<file path="src/rtl/load_store_unit.sv">
// Load/store unit: turns one load or store into a valid/ready data-bus access and returns the extended result.
// Build macro LSU_MISALIGN_TRAP_EN: misaligned H/W accesses never reach the bus and complete with rsp_err.
module load_store_unit #(
   parameter int unsigned ADDR_W  = 32,
   parameter int unsigned TIMEOUT = 255
) (
   input  logic              clk,
   input  logic              rst_n,
   input  logic              req_valid,
   output logic              req_ready,
   input  logic              req_we,
   input  logic [2:0]        byt_typ,
   input  logic [ADDR_W-1:0] addr,
   input  logic [31:0]       wdata,
   output logic              bus_valid,
   input  logic              bus_ready,
   output logic              bus_we,
   output logic [ADDR_W-1:0] bus_addr,
   output logic [3:0]        bus_wstrb,
   output logic [31:0]       bus_wdata,
   input  logic              bus_rvalid,
   input  logic [31:0]       bus_rdata,
   output logic              rsp_valid,
   output logic [31:0]       rsp_data,
   output logic              rsp_err,
   output logic              stall
);

   localparam int unsigned DATA_W = 32;
   localparam int unsigned STRB_W = DATA_W / 8;
   localparam int unsigned CNT_W  = (TIMEOUT < 2) ? 1 : $clog2(TIMEOUT);

   typedef enum logic [1:0] {S_IDLE, S_REQ, S_WAIT, S_RESP} state_e;
   typedef enum logic [1:0] {SZ_B, SZ_H, SZ_W} size_e;

   state_e              state_q, state_d;
   logic [CNT_W-1:0]    cnt_q, cnt_d;
   logic                we_q, we_d;
   size_e               size_q, size_d;
   logic                uns_q, uns_d;
   logic [1:0]          off_q, off_d;
   logic                err_q, err_d;
   logic                req_ready_q, req_ready_d;
   logic                bus_valid_q, bus_valid_d;
   logic                bus_we_q, bus_we_d;
   logic [ADDR_W-1:0]   bus_addr_q, bus_addr_d;
   logic [STRB_W-1:0]   bus_wstrb_q, bus_wstrb_d;
   logic [DATA_W-1:0]   bus_wdata_q, bus_wdata_d;
   logic                rsp_valid_q, rsp_valid_d;
   logic [DATA_W-1:0]   rsp_data_q, rsp_data_d;
   logic                rsp_err_q, rsp_err_d;

   size_e               size_in_c;
   logic                illegal_c;
   logic                trap_c;
   logic [STRB_W-1:0]   strb_c;
   logic [DATA_W-1:0]   lane_c;
   logic [7:0]          byte_c;
   logic [15:0]         half_c;
   logic [DATA_W-1:0]   load_c;
   logic                timeout_c;

   // Request decode: access size, byte strobes and lane-replicated store data
   always_comb begin
      size_in_c = SZ_W;
      illegal_c = 1'b0;
      strb_c    = 4'b1111;
      lane_c    = wdata;
      case (byt_typ)
         3'b000, 3'b100: size_in_c = SZ_B;
         3'b001, 3'b101: size_in_c = SZ_H;
         3'b010:         size_in_c = SZ_W;
         default:        illegal_c = 1'b1;
      endcase
      case (size_in_c)
         SZ_B: begin
            strb_c = 4'b0001 << addr[1:0];
            lane_c = {4{wdata[7:0]}};
         end
         SZ_H: begin
            strb_c = addr[1] ? 4'b1100 : 4'b0011;
            lane_c = {2{wdata[15:0]}};
         end
         default: ;
      endcase
`ifdef LSU_MISALIGN_TRAP_EN
      trap_c = ((size_in_c == SZ_H) && addr[0]) ||
               ((size_in_c == SZ_W) && (addr[1:0] != 2'b00));
`else
      trap_c = 1'b0;
`endif
   end

   // Load extraction from the returned word
   always_comb begin
      byte_c = bus_rdata[7:0];
      case (off_q)
         2'd1:    byte_c = bus_rdata[15:8];
         2'd2:    byte_c = bus_rdata[23:16];
         2'd3:    byte_c = bus_rdata[31:24];
         default: byte_c = bus_rdata[7:0];
      endcase
      half_c = off_q[1] ? bus_rdata[31:16] : bus_rdata[15:0];
      case (size_q)
         SZ_B:    load_c = uns_q ? {24'b0, byte_c} : {{24{byte_c[7]}}, byte_c};
         SZ_H:    load_c = uns_q ? {16'b0, half_c} : {{16{half_c[15]}}, half_c};
         default: load_c = bus_rdata;
      endcase
   end

   // Watchdog fires on the last permitted cycle of S_REQ+S_WAIT
   assign timeout_c = (TIMEOUT != 0) && (cnt_q == CNT_W'(TIMEOUT - 1));

   // Next-state and registered-output logic
   always_comb begin
      state_d     = state_q;
      cnt_d       = cnt_q;
      we_d        = we_q;
      size_d      = size_q;
      uns_d       = uns_q;
      off_d       = off_q;
      err_d       = err_q;
      req_ready_d = req_ready_q;
      bus_valid_d = bus_valid_q;
      bus_we_d    = bus_we_q;
      bus_addr_d  = bus_addr_q;
      bus_wstrb_d = bus_wstrb_q;
      bus_wdata_d = bus_wdata_q;
      rsp_valid_d = rsp_valid_q;
      rsp_data_d  = rsp_data_q;
      rsp_err_d   = rsp_err_q;
      case (state_q)
         S_IDLE: begin
            cnt_d = '0;
            if (req_valid) begin
               we_d        = req_we;
               size_d      = size_in_c;
               uns_d       = byt_typ[2];
               off_d       = addr[1:0];
               err_d       = illegal_c;
               req_ready_d = 1'b0;
               rsp_data_d  = '0;
               if (trap_c) begin
                  state_d     = S_RESP;
                  rsp_valid_d = 1'b1;
                  rsp_err_d   = 1'b1;
               end else begin
                  state_d     = S_REQ;
                  bus_valid_d = 1'b1;
                  bus_we_d    = req_we;
                  bus_addr_d  = {addr[ADDR_W-1:2], 2'b00};
                  bus_wstrb_d = req_we ? strb_c : '0;
                  bus_wdata_d = req_we ? lane_c : '0;
               end
            end
         end
         S_REQ: begin
            cnt_d = cnt_q + CNT_W'(1);
            if (timeout_c || bus_ready) begin
               bus_valid_d = 1'b0;
               bus_we_d    = 1'b0;
               bus_addr_d  = '0;
               bus_wstrb_d = '0;
               bus_wdata_d = '0;
            end
            if (timeout_c) begin
               state_d     = S_RESP;
               rsp_valid_d = 1'b1;
               rsp_err_d   = 1'b1;
               rsp_data_d  = '0;
            end else if (bus_ready) begin
               if (we_q) begin
                  state_d     = S_RESP;
                  rsp_valid_d = 1'b1;
                  rsp_err_d   = err_q;
               end else begin
                  state_d = S_WAIT;
               end
            end
         end
         S_WAIT: begin
            cnt_d = cnt_q + CNT_W'(1);
            if (timeout_c) begin
               state_d     = S_RESP;
               rsp_valid_d = 1'b1;
               rsp_err_d   = 1'b1;
               rsp_data_d  = '0;
            end else if (bus_rvalid) begin
               state_d     = S_RESP;
               rsp_valid_d = 1'b1;
               rsp_err_d   = err_q;
               rsp_data_d  = load_c;
            end
         end
         S_RESP: begin
            state_d     = S_IDLE;
            cnt_d       = '0;
            req_ready_d = 1'b1;
            rsp_valid_d = 1'b0;
            rsp_err_d   = 1'b0;
            rsp_data_d  = '0;
         end
         default: state_d = S_IDLE;
      endcase
   end

   always_ff @(posedge clk or negedge rst_n) begin
      if (!rst_n) begin
         state_q     <= S_IDLE;
         cnt_q       <= '0;
         we_q        <= 1'b0;
         size_q      <= SZ_W;
         uns_q       <= 1'b0;
         off_q       <= 2'b00;
         err_q       <= 1'b0;
         req_ready_q <= 1'b1;
         bus_valid_q <= 1'b0;
         bus_we_q    <= 1'b0;
         bus_addr_q  <= '0;
         bus_wstrb_q <= '0;
         bus_wdata_q <= '0;
         rsp_valid_q <= 1'b0;
         rsp_data_q  <= '0;
         rsp_err_q   <= 1'b0;
      end else begin
         state_q     <= state_d;
         cnt_q       <= cnt_d;
         we_q        <= we_d;
         size_q      <= size_d;
         uns_q       <= uns_d;
         off_q       <= off_d;
         err_q       <= err_d;
         req_ready_q <= req_ready_d;
         bus_valid_q <= bus_valid_d;
         bus_we_q    <= bus_we_d;
         bus_addr_q  <= bus_addr_d;
         bus_wstrb_q <= bus_wstrb_d;
         bus_wdata_q <= bus_wdata_d;
         rsp_valid_q <= rsp_valid_d;
         rsp_data_q  <= rsp_data_d;
         rsp_err_q   <= rsp_err_d;
      end
   end

   assign req_ready = req_ready_q;
   assign bus_valid = bus_valid_q;
   assign bus_we    = bus_we_q;
   assign bus_addr  = bus_addr_q;
   assign bus_wstrb = bus_wstrb_q;
   assign bus_wdata = bus_wdata_q;
   assign rsp_valid = rsp_valid_q;
   assign rsp_data  = rsp_data_q;
   assign rsp_err   = rsp_err_q;
   // Stall must also cover the accepting cycle, so it looks at req_valid directly
   assign stall     = !req_ready_q || req_valid;

endmodule

</file>
<file path="config.mk">
export PLATFORM = sky130hd
export DESIGN_NAME = load_store_unit
export DESIGN_NICKNAME = d
export VERILOG_FILES = /design/src/rtl/load_store_unit.sv
export SDC_FILE = /design/constraint.sdc
export NUM_CORES = 1
export LEC_CHECK = 0
export CAP_MARGIN = 10
export CORE_MARGIN = 5
export CORE_UTILIZATION = 45
export DETAILED_ROUTE_END_ITERATION = 6
export PLACE_DENSITY = 0.84
export SETUP_SLACK_MARGIN = 0.5
export SLEW_MARGIN = 20
export SYNTH_ARGS = -nofsm -noshare
export SYNTH_HDL_FRONTEND = slang
export SYNTH_SLANG_ARGS = --single-unit
</file>
<file path="constraint.sdc">
create_clock -name clk -period 2.4 [get_ports clk]
set_clock_uncertainty 0.05 [all_clocks]
set_input_delay 0.36 -clock clk [delete_from_list [all_inputs] [get_ports clk]]
set_output_delay 0.36 -clock clk [all_outputs]
set_load 0.05 [all_outputs]
</file>
==> flow_summary.yaml <==
status:
  status: "finished clean"
logic_synthesis:
  yosysTopAreaCellShare_pct: 50.2
  netlist_area_mm2: 0.00588
  yosysWarnings: 0
  syn-mean-instance-area_um2: 11.5
  synth-seq-cells: 120
  synth_most_common_cell: "dfrtp_1"
  async_flop_share_pct: 100
  synth-main-ff-cell: "dfrtp_1"
  synth_commonest_cells: "dfrtp_1, and3_1, a21o_1"
  synth.largest_area_cell: "dfrtp_1"
  synth.distinct_cells: 49
  ys_top_cells_by_area: "dfrtp_1, a21o_1, and3_1"
  syn_inst: 512
  ys_seq_area_share_pct: 51.1
  synth_edf_count: 0
global_routing:
  grt_pass1_wl_um: 32900
  grt_start_max_net_pins: 52
  track_usage_pct: 26.8
  overflow: 0
  grt_pass1_vias: 5896
  grt_antenna_before_repair: 0
layout:
  post-route-util_pct: 75.7
  instances_no_fill: 949
  register_area_mm2: 0.00301
  multiInputGateArea_mm2: 0.00281
  num_antenna_cells: 0
  drive_above_1_share_pct: 22.4
  final_net_count: 876
  syn2layout_area_growth_pct: 63.9
  fill_cells: 835
place:
  port_buffers: 208
  placedCellCount: 877
  place.gp.congestion: 0.917
  hpwl_um: 13700
floorplan:
  start_util_pct: 46.2
  core_area_mm2: 0.0127
  dieArea_mm2: 0.0154
  fp.dieH_um: 124
  io_pins: 211
  rows: 41
  die_w_um: 124
timing:
  slew_viol_final: 0
  period_share_pct: 82.5
  min_period_ps: 1980
  rsz0062_at_grt: "true"
  clock.fmax_ghz: 0.505
  finalHoldViolCount: 0
  max-slew-margin-rel_pct: 61.8
  setup_viol: 0
  whs_ps: 412
  worst_slew_pin_slew_ps: 576
  setup-tns-final_ps: 0
route:
  wl_um: 22200
  viasPerCell: 5.97
  routed-via-count: 5668
  wl_per_cell_um: 23.4
  drc: 0
  drtAntennaViolNets: 0
  drt_iter0_drc: 646
  dr.pass1.iters: 5
clock_network:
  clkLatencyLatePin_ps: 420
  cts_buffers: 17
  clock_sinks: 120
  root_buffer: "clkbuf_16"
  tritoncts: "built"
  cts_max_level: 4
  cts.clk_slew.worst_paths_ps: 60
  cts.path.max_buffers: 2
critical_path:
  max_stage_delay_ps: 720
  cp-start-kind: "primary input"
  criticalPathCategory: "primary input to register"
  crit_family: "buffers and inverters"
  critPathMaxFanout: 6
  path_cells: "clkdlybuf4s50_1, mux2_2, o21ai_0, a21oi_1, mux2_4"
  required_ps: 2650
  path_buf_inv: 1
  endpoint_kind: "register"
  critPathSlowestCell: "clkdlybuf4s50_1"
  critPathArrivalTime_ps: 2230
power_and_ir_drop:
  pwr_density_cell_mw_per_mm2: 1600
  power_leakage_uw: 0.00491
  peakVddDrop_uv: 912
run:
  maxCapViolCount: 0
hold_path:
  min-delay-path-class: "primary input to asynchronous set/reset pin"
-- kinds of logic (layout without fill, tap and decap cells) --
logic type	count (synthesis)	in the layout	share of synthesized area, %
AOI/OAI and AO/OA	147	147	19.8
and+or+nand+nor	119	119	11.2
adders and majority gates	6	6	1.28
other	1	2	0.0638
buffers and inverters	64	328	5.07
DFF	120	120	51.1
xor gates and xnor gates	6	6	0.894
muxes	49	49	10.5
-- path summary, 6_finish.rpt --
path / cells past startpoint / slack, ps / start / endpoint
setup / recovery: 5 / 420 / byt_typ[0] / bus_wdata[28]
hold / removal: 2 / 410 / rst_n / rsp_data[12]
setup reg to reg: 8 / 460 / cnt_q[1] / bus_wdata[28]
hold reg to reg: 1 / 420 / bus_addr[6] / bus_addr[6]
max in group asynchronous: 3 / 1040 / rst_n / bus_wdata[26]
min in group clk: 1 / 420 / bus_addr[6] / bus_addr[6]
-- state kept, by name, indices dropped and copies added (netlist names) --
register,flops
bus_we,1
cnt_q,8
req_ready,1
size_q,2
uns_q,1
bus_addr,30
off_q,2
bus_wdata,32
err_q,1
bus_wstrb,4
state_q,2
rsp_data,32
we_q,1
rsp_valid,1
bus_valid,1
rsp_err,1
-- metrics by stage --
step | power [uW] | cell area (um2) | worst slack, ps
6_report | 15400 | 9630 | 419
5_1_grt | 16000 | 9630 | 395
4_1_cts | 14600 | 9340 | 422
3_5_place_dp | 11100 | 8230 | 27.1
3_3_place_gp | 10900 | 8230 | 116
2_1_floorplan | 8510 | 5910 | 487
-- where the power goes --
part           internal, uW  total [uW]  switching (uW)
sequential             2890        3600             705
combinational          3650        8990            5340
clock                  1890        2830             936
total                  8430       15400            6980
-- timing repair --
action | 4_1_cts | 5_1_grt
pin swaps | 9 | 47
hold buffers | 1 | 0
gates cloned | 7 | 5
endpoints found under the hold margin | 35 | 0
setup buffers | 24 | 4
endpoints found under the setup margin | 203 | 96
gates resized for setup | 145 | 37
-- placed cells by master (no fill, tap or decap), types with 9 or more instances in the layout --
master,count
dfrtp_1,115
clkdlybuf4s50_1,103
dlygate4sd2_1,102
buf_4,35
and3_1,32
a21o_1,32
nand2_1,27
a22o_1,22
clkbuf_16,21
mux2i_1,19
inv_1,17
a221o_1,17
mux2_2,15
o21ai_0,13
nand2b_1,13
o2bb2ai_2,10
a21oi_1,10
buf_12,10
buf_6,10
nor3_1,9
o22ai_1,9
-- area by class of cell --
class / count / area share (%)
Tap cell: 172 / 2.23
Clock inverter: 11 / 2.04
Clock buffer: 20 / 4.74
Inverter: 21 / 0.857
Timing Repair Buffer: 276 / 29.7
Sequential cell: 120 / 31.2
Multi-Input combinational cell: 329 / 29.2
-- metal layers --
metal,track usage [%],part of all wire [%],vias up
met5,0,0,-
met4,9.93,3.9,0
met3,11.5,11,75
met2,42.4,48,408
met1,32.5,37,2773
li1,-,-,2412
-- worst register-to-register path, delay by kind of cell, from the launching register on --
| kind | cells | cell delay (ps) |
|---|---|---|
| flip-flops | 1 | 380 |
| adder cells (fa/ha/maj) | 1 | 180 |
| buffers and inverters | 3 | 370 |
| AND/OR/NAND/NOR | 2 | 310 |
| AO/OA/AOI/OAI | 1 | 220 |
| multiplexers | 1 | 310 |
No activity file was read; power rests on OpenSTA's default activity.
